File: src/rtl/if_pkg.sv
// Shared types and constants for the instruction-fetch prefetch queue.
package if_pkg;

  localparam logic [1:0] S_IDLE    = 2'd0;
  localparam logic [1:0] S_WAIT    = 2'd1;
  localparam logic [1:0] S_DISCARD = 2'd2;

  localparam logic [31:0] NOP_INSTR = 32'h0;

  typedef enum logic [1:0] {
    IDLE    = S_IDLE,
    WAIT    = S_WAIT,
    DISCARD = S_DISCARD
  } fetchState_t;

  typedef struct packed {
    logic [31:0] instr;
    logic [31:0] pcPlus4;
  } fetchEntry_t;

endpackage

File: src/rtl/fetch_fifo.sv
// Synchronous FIFO holding fetched {instruction, PC+4} pairs; flush empties it in one cycle.
module fetch_fifo
  import if_pkg::*;
#(
  parameter int DEPTH = 4
) (
  input  logic                     Clk,
  input  logic                     Reset,
  input  logic                     push,
  input  logic                     pop,
  input  logic                     flush,
  input  fetchEntry_t              pushData,
  output fetchEntry_t              head,
  output logic [$clog2(DEPTH):0]   count
);

  localparam int PTR_W = $clog2(DEPTH);
  localparam int CNT_W = PTR_W + 1;

  fetchEntry_t      mem [DEPTH];
  logic [PTR_W-1:0] rdPtr;
  logic [PTR_W-1:0] wrPtr;

  always_ff @(posedge Clk or posedge Reset) begin
    if (Reset) begin
      rdPtr <= '0;
      wrPtr <= '0;
      count <= '0;
    end else if (flush) begin
      rdPtr <= '0;
      wrPtr <= '0;
      count <= '0;
    end else begin
      if (push) wrPtr <= wrPtr + PTR_W'(1);
      if (pop)  rdPtr <= rdPtr + PTR_W'(1);
      count <= count + CNT_W'(push) - CNT_W'(pop);
    end
  end

  // Storage needs no reset: the head is masked by the caller whenever count is zero.
  always_ff @(posedge Clk) begin
    if (push && !flush) mem[wrPtr] <= pushData;
  end

  assign head = mem[rdPtr];

endmodule

File: src/rtl/if_prefetch_queue.sv
// Fetch front end: owns the fetch PC, keeps one request outstanding to instruction
// memory and queues returned instructions ahead of IF/ID.
//   state   | meaning
//   IDLE    | no request outstanding (queue full or just reset)
//   WAIT    | request at MemAddr outstanding, reply will be queued
//   DISCARD | stale request outstanding after a redirect, reply will be dropped
module if_prefetch_queue
  import if_pkg::*;
#(
  parameter int          DEPTH    = 4,
  parameter logic [31:0] RESET_PC = 32'h0000_0000
) (
  input  logic        Clk,
  input  logic        Reset,
  input  logic        Redirect,
  input  logic [31:0] RedirectPC,
  input  logic        Stall,
  output logic        MemReq,
  output logic [31:0] MemAddr,
  input  logic        MemAck,
  input  logic [31:0] MemData,
  output logic        InstrValid,
  output logic [31:0] Instruction,
  output logic [31:0] PCPlus4
);

  localparam int              CNT_W = $clog2(DEPTH) + 1;
  localparam logic [CNT_W-1:0] FULL = CNT_W'(DEPTH);

  fetchState_t      state;
  fetchState_t      stateNext;
  logic [31:0]      fetchPC;
  logic [31:0]      fetchPCNext;
  logic [31:0]      memAddrQ;
  logic [31:0]      memAddrNext;
  logic [31:0]      addrPlus4;
  logic [CNT_W-1:0] queueCount;
  logic [CNT_W-1:0] countNext;
  logic             push;
  logic             pop;
  logic             queueValid;
  fetchEntry_t      pushEntry;
  fetchEntry_t      headEntry;

  assign queueValid = (queueCount != '0);
  assign pop        = queueValid && !Stall && !Redirect;
  assign push       = MemAck && (state == WAIT) && !Redirect;
  assign countNext  = queueCount + CNT_W'(push) - CNT_W'(pop);
  assign addrPlus4  = memAddrQ + 32'd4;
  assign pushEntry  = '{instr: MemData, pcPlus4: addrPlus4};

  fetch_fifo #(.DEPTH(DEPTH)) uFifo (
    .Clk      (Clk),
    .Reset    (Reset),
    .push     (push),
    .pop      (pop),
    .flush    (Redirect),
    .pushData (pushEntry),
    .head     (headEntry),
    .count    (queueCount)
  );

  always_ff @(posedge Clk or posedge Reset) begin
    if (Reset) begin
      state    <= IDLE;
      fetchPC  <= RESET_PC;
      memAddrQ <= RESET_PC;
    end else begin
      state    <= stateNext;
      fetchPC  <= fetchPCNext;
      memAddrQ <= memAddrNext;
    end
  end

  always_comb begin
    stateNext   = state;
    fetchPCNext = fetchPC;
    memAddrNext = memAddrQ;
    case (state)
      IDLE: begin
        if (Redirect) begin
          fetchPCNext = RedirectPC;
        end else if (queueCount < FULL) begin
          memAddrNext = fetchPC;
          stateNext   = WAIT;
        end
      end
      WAIT: begin
        if (Redirect) begin
          fetchPCNext = RedirectPC;
          if (MemAck) memAddrNext = RedirectPC;
          else        stateNext   = DISCARD;
        end else if (MemAck) begin
          fetchPCNext = addrPlus4;
          // Chain only while the queue still has room after this cycle's push/pop.
          if (countNext < FULL) memAddrNext = addrPlus4;
          else                  stateNext   = IDLE;
        end
      end
      DISCARD: begin
        if (Redirect) fetchPCNext = RedirectPC;
        if (MemAck) begin
          memAddrNext = Redirect ? RedirectPC : fetchPC;
          stateNext   = WAIT;
        end
      end
      default: stateNext = IDLE;
    endcase
  end

  assign MemReq      = (state != IDLE);
  assign MemAddr     = memAddrQ;
  assign InstrValid  = queueValid;
  assign Instruction = queueValid ? headEntry.instr   : NOP_INSTR;
  assign PCPlus4     = queueValid ? headEntry.pcPlus4 : 32'h0;

endmodule

File: config.mk
export PLATFORM = sky130hd
export DESIGN_NAME = if_prefetch_queue
export DESIGN_NICKNAME = d
export VERILOG_FILES = /design/src/rtl/if_pkg.sv /design/src/rtl/fetch_fifo.sv /design/src/rtl/if_prefetch_queue.sv
export SDC_FILE = /design/constraint.sdc
export NUM_CORES = 1
export LEC_CHECK = 0
export ABC_AREA = 1
export ABC_CLOCK_PERIOD_IN_PS = 8670
export CAP_MARGIN = 0
export CORE_UTILIZATION = 55
export DETAILED_ROUTE_END_ITERATION = 6
export PLACE_DENSITY = 0.77
export SLEW_MARGIN = 10
export SYNTH_ARGS = -nofsm -noshare
export SYNTH_HDL_FRONTEND = slang
export SYNTH_HIERARCHICAL = 1
export SYNTH_SLANG_ARGS = --single-unit
File: constraint.sdc
create_clock -name Clk -period 8.67 [get_ports Clk]
set_input_delay 1.3005 -clock Clk [delete_from_list [all_inputs] [get_ports Clk]]
set_output_delay 1.3005 -clock Clk [all_outputs]
set_load 0.01 [all_outputs]
==> run metrics, run 1 <==
num rows=62; H-tree depth=2; DRT iter0 DRCs=1138; Core Box Area=0.0288 sq mm; Mapped Cells=1741; Max VDD drop=287 uV; Max Freq=206 MHz; Tmin final=4.85 ns; Post-CTS Resized=0; Crit path max-delay family=simple AND/OR/NAND/NOR gates; CP peak stage delay=0.75 ns; P per Cell Area=311 mW/mm^2; slew margin rel.=16.1%; synthesized flop and latch total=329; number of buffers added on ports=166; fin cells=2273; Placer Congestion=0.889; worst hold start=fetchPC[6]$_DFFE_PP0P_; worst path cell trace=buf_2, buf_4, inv_2, nand2_1, nor2_1, inv_1, ha_1, inv_1, ha_1, nand3b_1, nand2_1, xnor2_1, nand2_1, nand2_2, inv_1, o211ai_1, o21ai_0; Hold Path Stages=2; pin count of the biggest net entering global routing=96; clock latency on the worst-skew pair=0.52 ns; Worst Tran Pin Value=1.26 ns; CTS root buf=clkbuf_16; CTS Hold Bufs=0; post-route ant nets=0; IO Count=167; die height=173 um; post-synthesis sequential area ratio=58.9%; DR vias/cell=5.32; RSZ-0062 raised after global routing=no; Slowest-stage cell, CP=nand2_2; Reg2Reg Capture Point=MemAddr[2]$_DFFE_PP0P_; vias in the first global route=11500; Area after DPL=0.0179 sq mm; via count=12100; TritonCTS Sinks=329; Slew Limit Fails=0; Hold EP=MemAddr[6]$_DFFE_PP0P_; first-pass GRT wire length=58.1 mm; Power Total=5.89 mW; final instance area=0.0189 sq mm; number of CTS-inserted buffers=35; pre-CTS setup slack=3.36 ns; Post-CTS Setup Inserts=0; crit path max fanout=75; setup slack, reg-to-reg=4.58 ns; cell total after placement=2212; post-DP HPWL=22.1 mm; HP Class=flip-flop to flip-flop; Starting Density=56.2%; clock buffer depth=3; synth warn=6; worst r2r src=uFifo/count[2]$_DFF_PP0_; Setup-failing EPs final=0; Mean Syn Cell Area=9.28 sq um; WS Path Type=input port to flip-flop; initial antenna violation count=0; Worst path depth=17; status=complete, no violations; max cap viols=0; DRT Pass-1 Iters=6; clk_skew=0.0160 ns; Area Overhead vs Synth=17.2%; GRT Overall Usage=24.1%; Total Die Area=0.0301 sq mm; clk slew on worst S/H paths=0.06 ns; WL final=35.8 mm; share of layout cells above drive strength 1=5.45%; period utilization=56.0%; DIE WIDTH=173 um; Leak=7.86 nW; Nets=1948; Syn Std Cell Area=0.0162 sq mm; Final Worst Setup Slack=3.82 ns; crit path DAT=5.24 ns; ant diodes=0; R2R cell count=14; distinct cell type count after synthesis=36; CTS tree=yes; WL/cell=15.7 um; worst hold slack=0.510 ns; Crit path required time=9.05 ns; # DRC=0; CP startpoint kind=input port; final hold viol count=0; Core Util, Final=65.8%; worst path buffer plus inverter count=6; GR Overflow Total=0; setup tns final=0 ns; kind of end point of the critical path=flip-flop; syn_nets=1824
cell families after synthesis:
kind of cell               Yosys count  synth area share [%]
and+or+nand+nor                    638                  15.8
buffers and inverters              369                  10.0
DFF                                329                  58.9
AOI/OAI and AO/OA                  374                  12.9
adders and majority gates           14                  1.13
xor gates and xnor gates            17                  1.25
Yosys cell counts, drive strengths merged:
cell / n / area (sq um)
nor2: 148 / 636
nand3: 13 / 65.1
a21boi: 1 / 7.51
a211oi: 1 / 12.5
nand2: 464 / 1770
a21oi: 146 / 731
o211ai: 65 / 488
buf: 57 / 442
ha: 13 / 163
fa: 1 / 20.0
edfxtp: 256 / 7690
xnor2: 5 / 43.8
o31ai: 1 / 7.51
o21ai: 139 / 696
nor3: 3 / 15.0
dfrtp: 73 / 1830
and2: 2 / 12.5
dlygate4sd1: 1 / 8.76
inv: 275 / 1030
xor2: 12 / 158
o22ai: 16 / 100
or2: 1 / 6.26
clkbuf: 36 / 141
nand3b: 7 / 52.6
a22oi: 5 / 37.5
report_power, final:
group          switching (mW)  leakage [nW]  internal [mW]
combinational            1.37          4.12          0.892
clock                   0.582         0.527          0.822
sequential              0.233          3.21           1.99
final cells by class:
| class | count | area (sq um) |
|---|---|---|
| Inverter | 275 | 1030 |
| Timing Repair Buffer | 181 | 1770 |
| Sequential cell | 329 | 9520 |
| Multi-Input combinational cell | 1043 | 5060 |
| Fill cell | 2253 | 9850 |
| Tap cell | 384 | 480 |
| Clock inverter | 16 | 138 |
| Clock buffer | 45 | 935 |
worst max path at each step:
stage / to / from
after global routing: MemAddr[2]$_DFFE_PP0P_ / Redirect
final: MemAddr[2]$_DFFE_PP0P_ / Redirect
after CTS: MemAddr[2]$_DFFE_PP0P_ / Redirect
after global placement: MemAddr[2]$_DFFE_PP0P_ / Redirect
after floorplan: uFifo/mem[0][0]$_DFFE_PP_ / Redirect
after detailed placement: MemAddr[2]$_DFFE_PP0P_ / Redirect
cells in the final DEF, fill, tap and decap left out, types with 15 or more instances in the layout:
cell | Yosys | routed
nand2_1 | 456 | 456
inv_1 | 273 | 271
edfxtp_1 | 256 | 256
clkdlybuf4s50_1 | 0 | 165
a21oi_1 | 146 | 146
nor2_1 | 134 | 130
o21ai_0 | 97 | 97
dfrtp_1 | 73 | 71
o211ai_1 | 65 | 65
o21ai_1 | 42 | 42
clkbuf_16 | 0 | 36
o22ai_1 | 16 | 16
buf_4 | 8 | 15
sequential cells by signal (all words and copies together) (netlist names):
name         count
uFifo/mem      256
MemAddr         32
fetchPC         32
uFifo/count      3
state            2
uFifo/rdPtr      2
uFifo/wrPtr      2
worst min-delay path: cells and delay by family, from the launching register on:
kind               cells  cell delay (ns)
DFF                    1             0.34
AOI/OAI and AO/OA      1             0.08
and+or+nand+nor        1             0.06
per-layer routing:
metal / up-vias / wire length (um) / global-route usage, %
met5: - / 0 / 0
met4: 0 / 768 / 7.60
met3: 52 / 2560 / 3.44
met2: 459 / 17000 / 39.6
met1: 5670 / 15400 / 33.3
li1: 5918 / - / -
Power figures use the tool's default switching activity.
==> run 2: changes to the inputs <==
- ABC_CLOCK_PERIOD_IN_PS: 8670 -> 4000
- CORE_UTILIZATION: 55 -> 52
- PLACE_DENSITY: 0.77 -> 0.76
- clock period: 8.67 -> 4 ns (I/O delays scaled with it)
==> run metrics, run 2 (synthesized netlist as in run 1, its figures left out) <==
CTS root buf=clkbuf_16; Largest register FFs=256 (unchanged); WL/cell=15.7 um (-0.28%); Top reg by flops=uFifo/mem; leading cell types in the layout, fill and taps excluded=nand2_1 (456), inv_1 (272), edfxtp_1 (256); first-pass GRT wire length=57.3 mm (-1.5%); max cap viols=0 (unchanged); clock buffer depth=3 (unchanged); IO Count=167 (unchanged); fin cells=2292 (+0.84%); CTS tree=yes; DIE WIDTH=178 um (+2.8%); Tmin final=3.55 ns; Post-CTS Resized=0 (unchanged); Post-CTS Setup Inserts=0 (unchanged); Total Die Area=0.0318 sq mm (+5.7%); DR vias/cell=5.28 (-0.88%); final hold viol count=0 (unchanged); Final Worst Setup Slack=0.453 ns (-3.36 ns); period utilization=88.7%; Area Overhead vs Synth=18.2%; Max VDD drop=375 uV (+31%); Leak=7.91 nW (+0.71%); WL final=36.0 mm (+0.55%); WS Path Type=flip-flop to output port; Max Freq=282 MHz; DRT Pass-1 Iters=5 (-1); Slew Limit Fails=0 (unchanged); clock latency on the worst-skew pair=0.52 ns (about the same); HP Class=input port to flip-flop; TritonCTS Sinks=329 (unchanged); vias in the first global route=11600 (+1.4%); via count=12100 (-0.050%); DRT iter0 DRCs=1118 (-1.8%); slew margin rel.=39.1% (+23 points); P per Cell Area=672 mW/mm^2 (+120%); status=complete, no violations; die height=178 um (+2.8%); crit path max fanout=65 (-13%); number of CTS-inserted buffers=35 (unchanged); kind of end point of the critical path=output port; CTS Hold Bufs=0 (unchanged); commonest non-fill, non-tap cell in the layout=nand2_1; num rows=64 (+3.2%); Power Total=12.8 mW (+120%); initial antenna violation count=0 (unchanged); pin count of the biggest net entering global routing=93 (-3.1%); Crit path required time=3.40 ns (-5.65 ns); Setup-failing EPs final=0 (unchanged); cell total after placement=2233 (+0.95%); # DRC=0 (unchanged); GRT Overall Usage=23.1% (-1.0 points); clk_skew=0.0265 ns (+0.0105 ns); Core Box Area=0.0306 sq mm (+6.3%); RSZ-0062 raised after global routing=no; post-DP HPWL=22.8 mm (+3.2%); GR Overflow Total=0 (unchanged); share of layout cells above drive strength 1=6.01% (+0.56 points); crit path DAT=2.95 ns (-2.29 ns); H-tree depth=2 (unchanged); clk slew on worst S/H paths=0.06 ns (about the same); pre-CTS setup slack=0.512 ns (-2.84 ns); number of buffers added on ports=166 (unchanged); ant diodes=0 (unchanged); post-route ant nets=0 (unchanged); Starting Density=52.8% (-3.3 points); CP startpoint kind=flip-flop; Nets=1957 (+0.46%); Placer Congestion=0.852 (-4.2%); Worst Tran Pin Value=0.914 ns (-0.343 ns)
==> run 2: cell types whose count changed in the layout (fill, tap and decap cells not counted), moves of 2 or more <==
cell | before | now
buf_4 | 15 | 17
clkinv_2 | 6 | 2
inv_6 | 1 | 3
clkinvlp_4 | 0 | 3
buf_12 | 0 | 7
clkinv_1 | 7 | 4
==> run 2: metal layers <==
metal	global-route usage [%]	share of wire (%)	up-vias
li1	-	-	5938
met1	30.6	43	5664
met2	37.9	48	408
met3	3.43	6.6	83
met4	9.89	2.8	0
met5	0	0	-
==> run 2: report_power, final <==
| group | switching, mW | internal [mW] |
|---|---|---|
| Clock | 1.28 | 1.81 |
| Combinational | 2.96 | 1.98 |
| Sequential | 0.493 | 4.31 |
| Total | 4.74 | 8.10 |
==> run 2: cell type report <==
cell class | count | area (sq um)
sequential | 329 | 9520
tap | 396 | 495
multi-input combinational | 1043 | 5060
fill | 2413 | 11500
timing repair buffer | 190 | 1920
clock buffer | 43 | 906
inverter | 275 | 1030
clock inverter | 16 | 169
==> run 2: worst paths after layout <==
path	startpoint	to	slack, ns	cells past startpoint
max in group asynchronous	Reset	fetchPC[23]$_DFFE_PP0P_	2.71	3
hold reg to reg	fetchPC[2]$_DFFE_PP0P_	fetchPC[2]$_DFFE_PP0P_	0.52	2
min in group asynchronous	Reset	uFifo/count[0]$_DFF_PP0_	0.38	2
setup / recovery	uFifo/rdPtr[0]$_DFFE_PP0P_	PCPlus4[15]	0.45	6
setup reg to reg	state[1]$_DFFE_PP0P_	MemAddr[2]$_DFFE_PP0P_	0.88	16
hold / removal	Redirect	uFifo/count[1]$_DFF_PP0_	0.30	2
==> run 2: worst max-delay path, stage by stage (launching register included) <==
cell and delay, ns:
dfrtp_4 0.82, buf_4 0.51, o21ai_0 0.17, nand2_1 0.08, inv_1 0.04, nor2_1 0.20
clkdlybuf4s50_1 0.58
==> run 2: metrics by stage <==
stage,TNS (ns),hold WS (ns),util (%),area [sq um]
6_report,0,0.302,62.5,19100
5_1_grt,0,0.309,62.5,19100
4_1_cts,0,0.289,62.5,19100
3_5_place_dp,0,0.511,59.0,18000
3_3_place_gp,0,0.486,59.0,18000
2_1_floorplan,-111.68,0.403,-,16200
